File: src/rtl/axi_slave_bridge.sv
// AXI4 slave to simple single-outstanding memory request/response bridge.
// Bursts are split into one memory transaction per beat by a single FSM.
module axi_slave_bridge #(
  parameter int ADDR_W = 64,
  parameter int DATA_W = 128,
  parameter int ID_W   = 8
) (
  input  logic                clk,
  input  logic                rst,
  input  logic [ID_W-1:0]     s_axi_awid,
  input  logic [ADDR_W-1:0]   s_axi_awaddr,
  input  logic [7:0]          s_axi_awlen,
  input  logic [2:0]          s_axi_awsize,
  input  logic [1:0]          s_axi_awburst,
  input  logic                s_axi_awvalid,
  output logic                s_axi_awready,
  input  logic [DATA_W-1:0]   s_axi_wdata,
  input  logic [DATA_W/8-1:0] s_axi_wstrb,
  input  logic                s_axi_wlast,
  input  logic                s_axi_wvalid,
  output logic                s_axi_wready,
  output logic [ID_W-1:0]     s_axi_bid,
  output logic [1:0]          s_axi_bresp,
  output logic                s_axi_bvalid,
  input  logic                s_axi_bready,
  input  logic [ID_W-1:0]     s_axi_arid,
  input  logic [ADDR_W-1:0]   s_axi_araddr,
  input  logic [7:0]          s_axi_arlen,
  input  logic [2:0]          s_axi_arsize,
  input  logic [1:0]          s_axi_arburst,
  input  logic                s_axi_arvalid,
  output logic                s_axi_arready,
  output logic [ID_W-1:0]     s_axi_rid,
  output logic [DATA_W-1:0]   s_axi_rdata,
  output logic [1:0]          s_axi_rresp,
  output logic                s_axi_rlast,
  output logic                s_axi_rvalid,
  input  logic                s_axi_rready,
  output logic                mem_req_valid,
  output logic                mem_req_write,
  output logic [ADDR_W-1:0]   mem_req_addr,
  output logic [DATA_W-1:0]   mem_req_wdata,
  output logic [DATA_W/8-1:0] mem_req_wstrb,
  input  logic                mem_req_ready,
  input  logic                mem_rsp_valid,
  input  logic [DATA_W-1:0]   mem_rsp_rdata,
  input  logic                mem_rsp_err
);

  localparam int MAX_SIZE = $clog2(DATA_W / 8);

  typedef enum logic [2:0] {IDLE, WR_REQ, WR_ACK, WR_RESP, RD_REQ, RD_ACK, RD_DATA} state_t;

  state_t              state;
  logic [ID_W-1:0]     id_q;
  logic [ADDR_W-1:0]   addr_q;
  logic [7:0]          len_q;
  logic [2:0]          size_q;
  logic [1:0]          burst_q;
  logic [7:0]          beat_q;
  logic                illegal_q;
  logic                err_q;
  logic                prio_rd;
  logic [DATA_W-1:0]   rdata_q;
  logic                rresp_err_q;

  logic                grant_wr;
  logic                grant_rd;
  logic                final_beat;
  logic                wr_mem;
  logic                rd_mem;
  logic                w_accept;
  logic [ADDR_W-1:0]   addr_aligned;
  logic [ADDR_W-1:0]   addr_incr;
  logic [ADDR_W-1:0]   wrap_mask;
  logic [ADDR_W-1:0]   addr_nxt;

  function automatic logic is_illegal(input logic [7:0] len, input logic [2:0] size,
                                      input logic [1:0] burst);
    logic bad_wrap;
    bad_wrap = (burst == 2'b10) &&
               !(len == 8'd1 || len == 8'd3 || len == 8'd7 || len == 8'd15);
    return (burst == 2'b11) || (32'(size) > MAX_SIZE) || bad_wrap;
  endfunction

  // Round-robin: the channel not served last wins a simultaneous request.
  assign grant_wr = s_axi_awvalid && (!s_axi_arvalid || !prio_rd);
  assign grant_rd = s_axi_arvalid && !grant_wr;
  assign s_axi_awready = !rst && (state == IDLE) && grant_wr;
  assign s_axi_arready = !rst && (state == IDLE) && grant_rd;

  assign final_beat = (beat_q == len_q);
  assign wr_mem     = (state == WR_REQ) && !illegal_q;
  assign rd_mem     = (state == RD_REQ) && !illegal_q;
  assign w_accept   = (state == WR_REQ) && s_axi_wvalid && (illegal_q || mem_req_ready);

  // Memory is word addressed, so every beat is presented size-aligned.
  assign addr_aligned = addr_q & ~((ADDR_W'(1) << size_q) - ADDR_W'(1));

  always_comb begin
    addr_incr = addr_aligned + (ADDR_W'(1) << size_q);
    wrap_mask = ((ADDR_W'(len_q) + ADDR_W'(1)) << size_q) - ADDR_W'(1);
    case (burst_q)
      2'b00:   addr_nxt = addr_q;
      2'b10:   addr_nxt = (addr_aligned & ~wrap_mask) | (addr_incr & wrap_mask);
      default: addr_nxt = addr_incr;
    endcase
  end

  assign s_axi_wready  = (state == WR_REQ) && (illegal_q || mem_req_ready);
  assign mem_req_valid = (wr_mem && s_axi_wvalid) || rd_mem;
  assign mem_req_write = wr_mem;
  assign mem_req_addr  = (wr_mem || rd_mem) ? addr_aligned : '0;
  assign mem_req_wdata = wr_mem ? s_axi_wdata : '0;
  assign mem_req_wstrb = wr_mem ? s_axi_wstrb : '0;

  assign s_axi_bvalid = (state == WR_RESP);
  assign s_axi_bid    = s_axi_bvalid ? id_q : '0;
  assign s_axi_bresp  = (s_axi_bvalid && err_q) ? 2'b10 : 2'b00;
  assign s_axi_rvalid = (state == RD_DATA);
  assign s_axi_rid    = s_axi_rvalid ? id_q : '0;
  assign s_axi_rdata  = rdata_q;
  assign s_axi_rresp  = (s_axi_rvalid && rresp_err_q) ? 2'b10 : 2'b00;
  assign s_axi_rlast  = s_axi_rvalid && final_beat;

  always_ff @(posedge clk or posedge rst) begin
    if (rst) begin
      state       <= IDLE;
      id_q        <= '0;
      addr_q      <= '0;
      len_q       <= '0;
      size_q      <= '0;
      burst_q     <= '0;
      beat_q      <= '0;
      illegal_q   <= 1'b0;
      err_q       <= 1'b0;
      prio_rd     <= 1'b0;
      rdata_q     <= '0;
      rresp_err_q <= 1'b0;
    end else begin
      case (state)
        IDLE: begin
          beat_q <= '0;
          if (grant_wr) begin
            id_q      <= s_axi_awid;
            addr_q    <= s_axi_awaddr;
            len_q     <= s_axi_awlen;
            size_q    <= s_axi_awsize;
            burst_q   <= s_axi_awburst;
            illegal_q <= is_illegal(s_axi_awlen, s_axi_awsize, s_axi_awburst);
            err_q     <= is_illegal(s_axi_awlen, s_axi_awsize, s_axi_awburst);
            prio_rd   <= 1'b1;
            state     <= WR_REQ;
          end else if (grant_rd) begin
            id_q      <= s_axi_arid;
            addr_q    <= s_axi_araddr;
            len_q     <= s_axi_arlen;
            size_q    <= s_axi_arsize;
            burst_q   <= s_axi_arburst;
            illegal_q <= is_illegal(s_axi_arlen, s_axi_arsize, s_axi_arburst);
            prio_rd   <= 1'b0;
            state     <= RD_REQ;
          end
        end
        WR_REQ: begin
          if (w_accept) begin
            if (s_axi_wlast != final_beat) err_q <= 1'b1;
            // Illegal bursts drain W beats here without touching memory.
            if (!illegal_q)      state <= WR_ACK;
            else if (final_beat) state <= WR_RESP;
            else begin
              beat_q <= beat_q + 8'd1;
              addr_q <= addr_nxt;
            end
          end
        end
        WR_ACK: begin
          if (mem_rsp_valid) begin
            if (mem_rsp_err) err_q <= 1'b1;
            if (final_beat) state <= WR_RESP;
            else begin
              beat_q <= beat_q + 8'd1;
              addr_q <= addr_nxt;
              state  <= WR_REQ;
            end
          end
        end
        WR_RESP: begin
          if (s_axi_bready) state <= IDLE;
        end
        RD_REQ: begin
          if (illegal_q) begin
            rdata_q     <= '0;
            rresp_err_q <= 1'b1;
            state       <= RD_DATA;
          end else if (mem_req_ready) begin
            state <= RD_ACK;
          end
        end
        RD_ACK: begin
          if (mem_rsp_valid) begin
            rdata_q     <= mem_rsp_rdata;
            rresp_err_q <= mem_rsp_err;
            state       <= RD_DATA;
          end
        end
        RD_DATA: begin
          if (s_axi_rready) begin
            if (final_beat) state <= IDLE;
            else begin
              beat_q <= beat_q + 8'd1;
              addr_q <= addr_nxt;
              state  <= RD_REQ;
            end
          end
        end
        default: state <= IDLE;
      endcase
    end
  end

endmodule

File: config.mk
export PLATFORM = sky130hd
export DESIGN_NAME = axi_slave_bridge
export DESIGN_NICKNAME = d
export VERILOG_FILES = /design/src/rtl/axi_slave_bridge.sv
export SDC_FILE = /design/constraint.sdc
export NUM_CORES = 1
export LEC_CHECK = 0
export BUFFER_PORTS_ARGS = -buffer_cell sky130_fd_sc_hd__buf_4
export CORE_AREA = 4 4 318 320
export DETAILED_ROUTE_END_ITERATION = 16
export DIE_AREA = 0 0 322 324
export GPL_ROUTABILITY_DRIVEN = 0
export GPL_TIMING_DRIVEN = 0
export SLEW_MARGIN = 20
export SYNTH_ARGS = -nofsm -noshare
export SYNTH_HDL_FRONTEND = slang
export SYNTH_SLANG_ARGS = --single-unit
File: constraint.sdc
create_clock -name clk -period 12.45 [get_ports clk]
set_clock_uncertainty 0.2 [all_clocks]
set_input_delay 2.49 -clock clk [delete_from_list [all_inputs] [get_ports clk]]
set_output_delay 2.49 -clock clk [all_outputs]
set_load 0.005 [all_outputs]
==> summary.md, run 1 <==
| Metric | Value |
|---|---|
| Die H | around 320 um |
| Yosys cell types | between 80 and 90 |
| Number of global-route vias before repair | approximately 19000 |
| Worst stage delay on the critical path | slightly below 0.8 ns |
| First-pass GRT wire length | 172000 um |
| DR pass1 iterations | 6 |
| Setup TNS | 0 ns |
| RSZ-0062 raised after global routing | false |
| Filler instances | 10950 |
| Primary FF master, synth | dfrtp_1 |
| Fin crit share | 0.6303 |
| CP top delay family | buffers and inverters |
| Worst-path clk slew | around 0.060 ns |
| Critical path's slowest cell | clkbuf_1 |
| Slew headroom | 0.1691 |
| Seq/Total Area, Yosys | 0.3599 |
| TritonCTS clock tree | done |
| Avg Cell Area, Syn | 7.524 um^2 |
| Crit path DAT | 5.16 ns |
| PwrDens | around 250 nW/um^2 |
| WP buf/inv | 5 |
| Root buffer cell | clkbuf_16 |
| Mapped cell area | 15850 um^2 |
| Most common cell after layout, fill and taps aside | buf_4 |
| Final worst slack | between 4 and 5 ns |
| Critical path destination | s_axi_awready |
| Setup repair bufs after CTS | 0 |
| R2R Path End | addr_q[41] |
| Crit path depth | 8 |
| Die X-Extent | approximately 320 um |
| Slew @ Worst Pin | ~1.2 ns |
| Post-route antenna net violation count | 0 |
| Resize count post-CTS | 0 |
| Clock Power Share | 0.153 |
| Status | finished clean |
| Reg2reg path depth | 19 |
| Port bufs | 814 |
| Reg power frac | 0.226 |
| Sw Share | 0.5162 |
| CP Class | input port to output port |
| Cts bufs inserted | 31 |
| Leak | about 11 nW |
| Yosys warns | 0 |
| Layout cells sized above 1 | 0.3137 |
| CTS sink count | 228 |
| Routed length per instance | 30.99 um |
| CP Launch Type | input port |
| Pin count of the biggest net entering global routing | 98 |
| Die ar. | about 100000 um^2 |
| Psw | roughly 3.2 mW |
| Yosys reg bits | ~230 |
| Critical path, cell by cell | buf_4, nand2_1, and2_1, clkbuf_2, clkbuf_1, clkbuf_1, and3_1, buf_4 |
| DR vias | ~21000 |
| H-tree Lvls | 1 |
| Most frequent cells in the layout | buf_4 (820), nand2_1 (493), dfrtp_1 (228), o21ai_0 (203), and2_1 (189) |
| Top achievable clock speed | between 0.1 and 0.15 GHz |
| Overflow after GRT | 0 |
| Synthesis-to-layout area growth | 56.53% |
| P_int | about 3 mW |
| Max-Cap Viols | 0 |
| Clock buffer depth | 3 |
| Clock period minus final worst setup slack | 7.847 ns |
| Final Hold Viols | 0 |
| Gate Count Post-Synth | about 2100 |
| CTS Hold Buffers Added | 0 |
| Combinational Power Share | 0.620 |
| # setup viols final | 0 |
| Post-Route WL | around 130000 um |
| DRC | 0 |
| Peak VDD IR | ~0.12 mV |
| Critical R2R Launch | size_q[0] |
| Setup WS pre-CTS | about 4.5 ns |
| Initial DRC count | approximately 2700 |
| Reg2reg setup slack | between 6 and 7 ns |
| Antenna violations before repair | 52 |
| Core footprint | slightly below 100000 um^2 |
| Row count | 115 |
| Initial Utilization | 0.1615 |
| Post-synth EDFFs | 0 |
| Max-slew violation count | 0 |
| Hold Path Class | flip-flop to flip-flop |
| Asr flop ratio synth | 1.000 |
| Worst EP required | 9.76 ns |
| Clk_lat worst skew | 0.60 ns |
| Dpl hpwl | ~110000 um |
| Critical path origin | s_axi_arvalid |
| CP Max Fanout | 10 |
| Net count, final | about 3400 |
| CP Capture Type | output port |
| Global Route Usage Sum | 0.2399 |
| Vias per std cell | roughly 4.9 |
| Top Ports | slightly above 800 |
cells in the mapped netlist, drive strengths merged (5+ instances only):
master / instances / area (um^2)
xor2: 21 / 183.9
nand2: 493 / 1851
mux2: 7 / 78.83
o22ai: 9 / 56.30
mux2i: 33 / 342.8
clkbuf: 143 / 536.8
a31o: 6 / 52.55
or3: 10 / 62.56
and4: 13 / 113.9
a21o: 8 / 60.06
nor2: 121 / 454.2
a211o: 5 / 43.79
o311ai: 5 / 43.79
buf: 31 / 170.2
ha: 13 / 162.7
a211oi: 8 / 60.06
o211ai: 7 / 52.55
nor3b: 6 / 56.31
a21oi: 85 / 432.9
dfrtp: 228 / 5705
nand2b: 9 / 56.30
a2bb2oi: 8 / 70.07
or2: 5 / 31.29
a311oi: 11 / 96.34
inv: 18 / 67.56
o31ai: 13 / 97.59
o21a: 12 / 90.09
o21ai: 208 / 1041
nor2b: 11 / 68.82
nor4: 17 / 121.4
xnor2: 20 / 175.2
nor3: 42 / 210.2
and2: 190 / 1189
nor4b: 8 / 82.58
o221ai: 9 / 85.08
nand3: 67 / 335.3
and3: 69 / 431.7
a31oi: 40 / 265.3
nand4: 35 / 219.0
cell families after synthesis:
kind of cell	after synthesis	share of synthesized area
other	1	0.0002366
AND/OR/NAND/NOR	1112	0.3422
adder cells (fa/ha/maj)	13	0.01026
XOR/XNOR	41	0.02265
AO/OA/AOI/OAI	478	0.1888
buffers and inverters	194	0.04933
flip-flops	228	0.3599
multiplexers	40	0.02660
state kept, by name, indices dropped and copies added (netlist names):
signal	flops
state	3
s_axi_rdata	128
size_q	3
illegal_q	1
len_q	8
id_q	8
rresp_err_q	1
burst_q	2
addr_q	64
prio_rd	1
err_q	1
beat_q	8
worst min path at each step:
stage	end	slack, ns	cells after the start	startpoint
global route	s_axi_rdata[75]	0.30	2	s_axi_rdata[75]
detailed placement	s_axi_rdata[121]	0.27	2	s_axi_rdata[121]
CTS	s_axi_rdata[26]	0.29	2	s_axi_rdata[26]
global placement	prio_rd	0.26	1	prio_rd
floorplan	rresp_err_q	0.24	2	rresp_err_q
finish	s_axi_rdata[26]	0.28	2	s_axi_rdata[26]
worst reg2reg max path, stage by stage, from the launching register on:
cell,delay [ns]
dfrtp_1,0.45
buf_6,0.18
buf_2,0.18
buf_2,0.22
nor3_1,0.38
inv_1,0.13
ha_1,0.20
clkbuf_1,0.22
o311a_1,0.42
ha_1,0.38
and3_1,0.19
and2_1,0.16
o211ai_1,0.19
a21oi_2,0.35
and2_1,0.26
a31o_2,0.19
clkbuf_1,0.57
nand2_1,0.39
nor4_1,0.46
a211oi_1,0.10
layout make-up:
| class | count | area [um^2] | area share |
|---|---|---|---|
| well taps | 1287 | 1610 | 0.06489 |
| flip-flops and latches | 228 | 5705 | 0.2299 |
| repair buffers | 818 | 6192 | 0.2495 |
| multi-input cells | 1686 | 9400 | 0.3788 |
| diodes | 22 | 55.05 | 0.002219 |
| plain buffers | 174 | 709.4 | 0.02859 |
| clock buffers | 44 | 914.6 | 0.03686 |
| inverters | 20 | 82.58 | 0.003328 |
| clock inverters | 14 | 145.1 | 0.005849 |
power groups by stage:
| stage | Clock, mW | Combinational (mW) | Sequential, mW |
|---|---|---|---|
| 2_1_floorplan | 0 | 1.90 | 1.32 |
| 4_1_cts | 0.963 | 3.80 | 1.38 |
| 6_report | 0.947 | 3.83 | 1.40 |
| 3_5_place_dp | 0 | 3.79 | 1.39 |
| 5_1_grt | 0.987 | 4.09 | 1.44 |
| 3_3_place_gp | 0 | 3.75 | 1.38 |
per-stage QoR:
step / instance area (um^2) / utilization / cells / hold slack [ns] / power [mW]
after floorplan: 15860 / - / 2108 / 0.2423 / 3.221
after global placement: 23580 / 0.2403 / 4209 / 0.2643 / 5.132
after detailed placement: 23700 / 0.2415 / 4213 / 0.2715 / 5.187
after CTS: 24760 / 0.2523 / 4271 / 0.2855 / 6.153
after global routing: 24780 / 0.2525 / 4278 / 0.3030 / 6.512
final: 24820 / 0.2529 / 4293 / 0.2794 / 6.171
routing by layer:
metal	vias up	global-route usage	routed length, um
met2	1354	0.3570	56270
met5	-	0.01224	448
met1	10170	0.2900	51840
met4	36	0.03918	3099
met3	230	0.1619	21400
li1	9063	-	-
Power figures use the tool's default switching activity.
==> run 2: changes to the inputs <==
--- a/config.mk
+++ b/config.mk
@@ -6,9 +6,9 @@
 export NUM_CORES = 1
 export LEC_CHECK = 0
 export BUFFER_PORTS_ARGS = -buffer_cell sky130_fd_sc_hd__buf_4
-export CORE_AREA = 4 4 318 320
+export CORE_AREA = 4 4 317 319
 export DETAILED_ROUTE_END_ITERATION = 16
-export DIE_AREA = 0 0 322 324
+export DIE_AREA = 0 0 321 323
 export GPL_ROUTABILITY_DRIVEN = 0
 export GPL_TIMING_DRIVEN = 0
 export SLEW_MARGIN = 20
==> constraint.sdc (replaced) <==
create_clock -name clk -period 7.1 [get_ports clk]
set_clock_uncertainty 0.2 [all_clocks]
set_input_delay 1.42 -clock clk [delete_from_list [all_inputs] [get_ports clk]]
set_output_delay 1.42 -clock clk [all_outputs]
set_load 0.005 [all_outputs]
==> run 2 against run 1 <==
First-iteration DRC count down 17%. Final cell count up 0.33%. Register-to-register slack worse by 5.4 ns. Critical endpoint is now mem_req_addr[16].
==> summary.md, run 2 (same netlist as run 1, synthesis figures left out) <==
| Metric | Value |
|---|---|
| Status | finished clean |
| Die H | between 300 and 400 um |
| Clock period minus final worst setup slack | approximately 6.1 ns |
| Layout cells sized above 1 | 0.3138 |
| Leak | 11.49 nW |
| CTS Hold Buffers Added | 0 |
| Final worst slack | 0.9927 ns |
| Overflow after GRT | 0 |
| Root buffer cell | clkbuf_16 |
| Routed length per instance | between 30 and 40 um |
| Post-Route WL | ~130000 um |
| Placed inst area | between 20000 and 25000 um^2 |
| Slew @ Worst Pin | 1.187 ns |
| Peak VDD IR | about 0.2 mV |
| Met3 Use GR | 0.1247 |
| DR vias | 20740 |
| Antenna violations before repair | 58 |
| Most common cell after layout, fill and taps aside | buf_4 |
| Dpl hpwl | about 110000 um |
| CP Launch Type | flip-flop |
| Number of flip-flops in the largest register | around 130 |
| Post-route antenna net violation count | 0 |
| Row count | approximately 120 |
| Hold path start | s_axi_rdata[9] |
| Layer carrying the most global-route usage | met2 |
| Die ar. | roughly 100000 um^2 |
| Cts bufs inserted | 31 |
| Critical R2R Launch | size_q[0] |
| H-tree Lvls | 1 |
| First-pass GRT wire length | 170300 um |
| Pin count of the biggest net entering global routing | 32 |
| Clk_lat worst skew | 0.62 ns |
| # setup viols final | 0 |
| Post-layout util | 0.2551 |
| Vias per std cell | slightly below 5 |
| Synthesis-to-layout area growth | 57.46% |
| DRC | 0 |
| CP Class | flip-flop to output port |
| Design Area, Final | roughly 25000 um^2 |
| Crit path DAT | ~4.5 ns |
| PwrDens | roughly 430 nW/um^2 |
| Met2 Usage GRT | 0.3676 |
| CTS sink count | approximately 230 |
| Die X-Extent | between 300 and 400 um |
| Met1 Use GR | 0.2838 |
| Core footprint | approximately 100000 um^2 |
| Global Route Usage Sum | 0.2365 |
| Final Hold Viols | 0 |
| CP Capture Type | output port |
| DR pass1 iterations | 6 |
| Fin crit share | 0.8602 |
| Max-Cap Viols | 0 |
| Initial Utilization | 0.1620 |
| Max-slew violation count | 0 |
| Initial DRC count | 2260 |
| Number of global-route vias before repair | 19890 |
| Setup repair bufs after CTS | 0 |
| Top Ports | between 800 and 900 |
| Hold slack | ~0.28 ns |
| Port bufs | 814 |
| TritonCTS clock tree | done |
| CP Max Fanout | 10 |
| Worst EP required | roughly 5.5 ns |
| Slew headroom | 0.2088 |
| Clock buffer depth | 3 |
| Setup TNS | 0 ns |
| RSZ-0062 raised after global routing | false |
| Most frequent cells in the layout | buf_4 (820), nand2_1 (493), dfrtp_1 (228), o21ai_0 (203), and2_1 (189) |
| Setup WS pre-CTS | about 1.2 ns |
| Top achievable clock speed | around 0.16 GHz |
| Resize count post-CTS | 0 |
| Net count, final | between 3000 and 4000 |
| Critical path origin | size_q[0] |
| Hold Path Class | flip-flop to flip-flop |
| Worst-path clk slew | roughly 0.06 ns |
-- run 2: worst max-delay path, cell delays in order, from the launching register on --
cell and delay (ns):
dfrtp_1 0.44, buf_6 0.18, buf_2 0.17, buf_2 0.23, nor3_1 0.39, inv_1 0.13
ha_1 0.28, nand2_1 0.35, clkbuf_1 0.58, clkbuf_1 0.63, and3_1 0.34, buf_4 0.14
-- run 2: metrics by stage --
stage | cells | total power [mW]
3_3_place_gp | 4209 | 8.962
6_report | 4307 | 10.81
4_1_cts | 4276 | 10.74
5_1_grt | 4292 | 11.40
2_1_floorplan | 2108 | 5.648
3_5_place_dp | 4219 | 9.041
-- run 2: per-layer routing --
layer | vias to the layer above | wire length (um) | share of wire
li1 | 9099 | - | -
met3 | 228 | 18250 | 0.14
met2 | 1361 | 56500 | 0.43
met5 | - | 249 | 0.0019
met1 | 10050 | 50250 | 0.39
met4 | 6 | 4964 | 0.038
-- run 2: final cells by class --
cell class	instances	area, um^2
Antenna cell	31	77.57
Buffer	174	709.4
Clock buffer	44	904.6
Clock inverter	13	143.9
Fill cell	10900	72880
Inverter	20	78.83
Multi-Input combinational cell	1686	9398
Sequential cell	228	5705
Tap cell	1287	1610
Timing Repair Buffer	824	6334
-- run 2: worst paths after layout --
kind                            slack (ns)                to  depth (start not counted)
worst max-delay path                  0.99  mem_req_addr[16]                         11
worst max register to register        1.08        addr_q[41]                         19
max in group asynchronous             5.15        addr_q[32]                          5
min in group asynchronous             0.61   s_axi_rdata[55]                          2
worst min register to register        0.28    s_axi_rdata[9]                          2
worst min-delay path                  0.28    s_axi_rdata[9]                          2
-- run 2: power by group --
part,internal [mW],switching [mW]
Combinational,2.35,4.32
Sequential,1.91,0.570
Clock,0.960,0.698
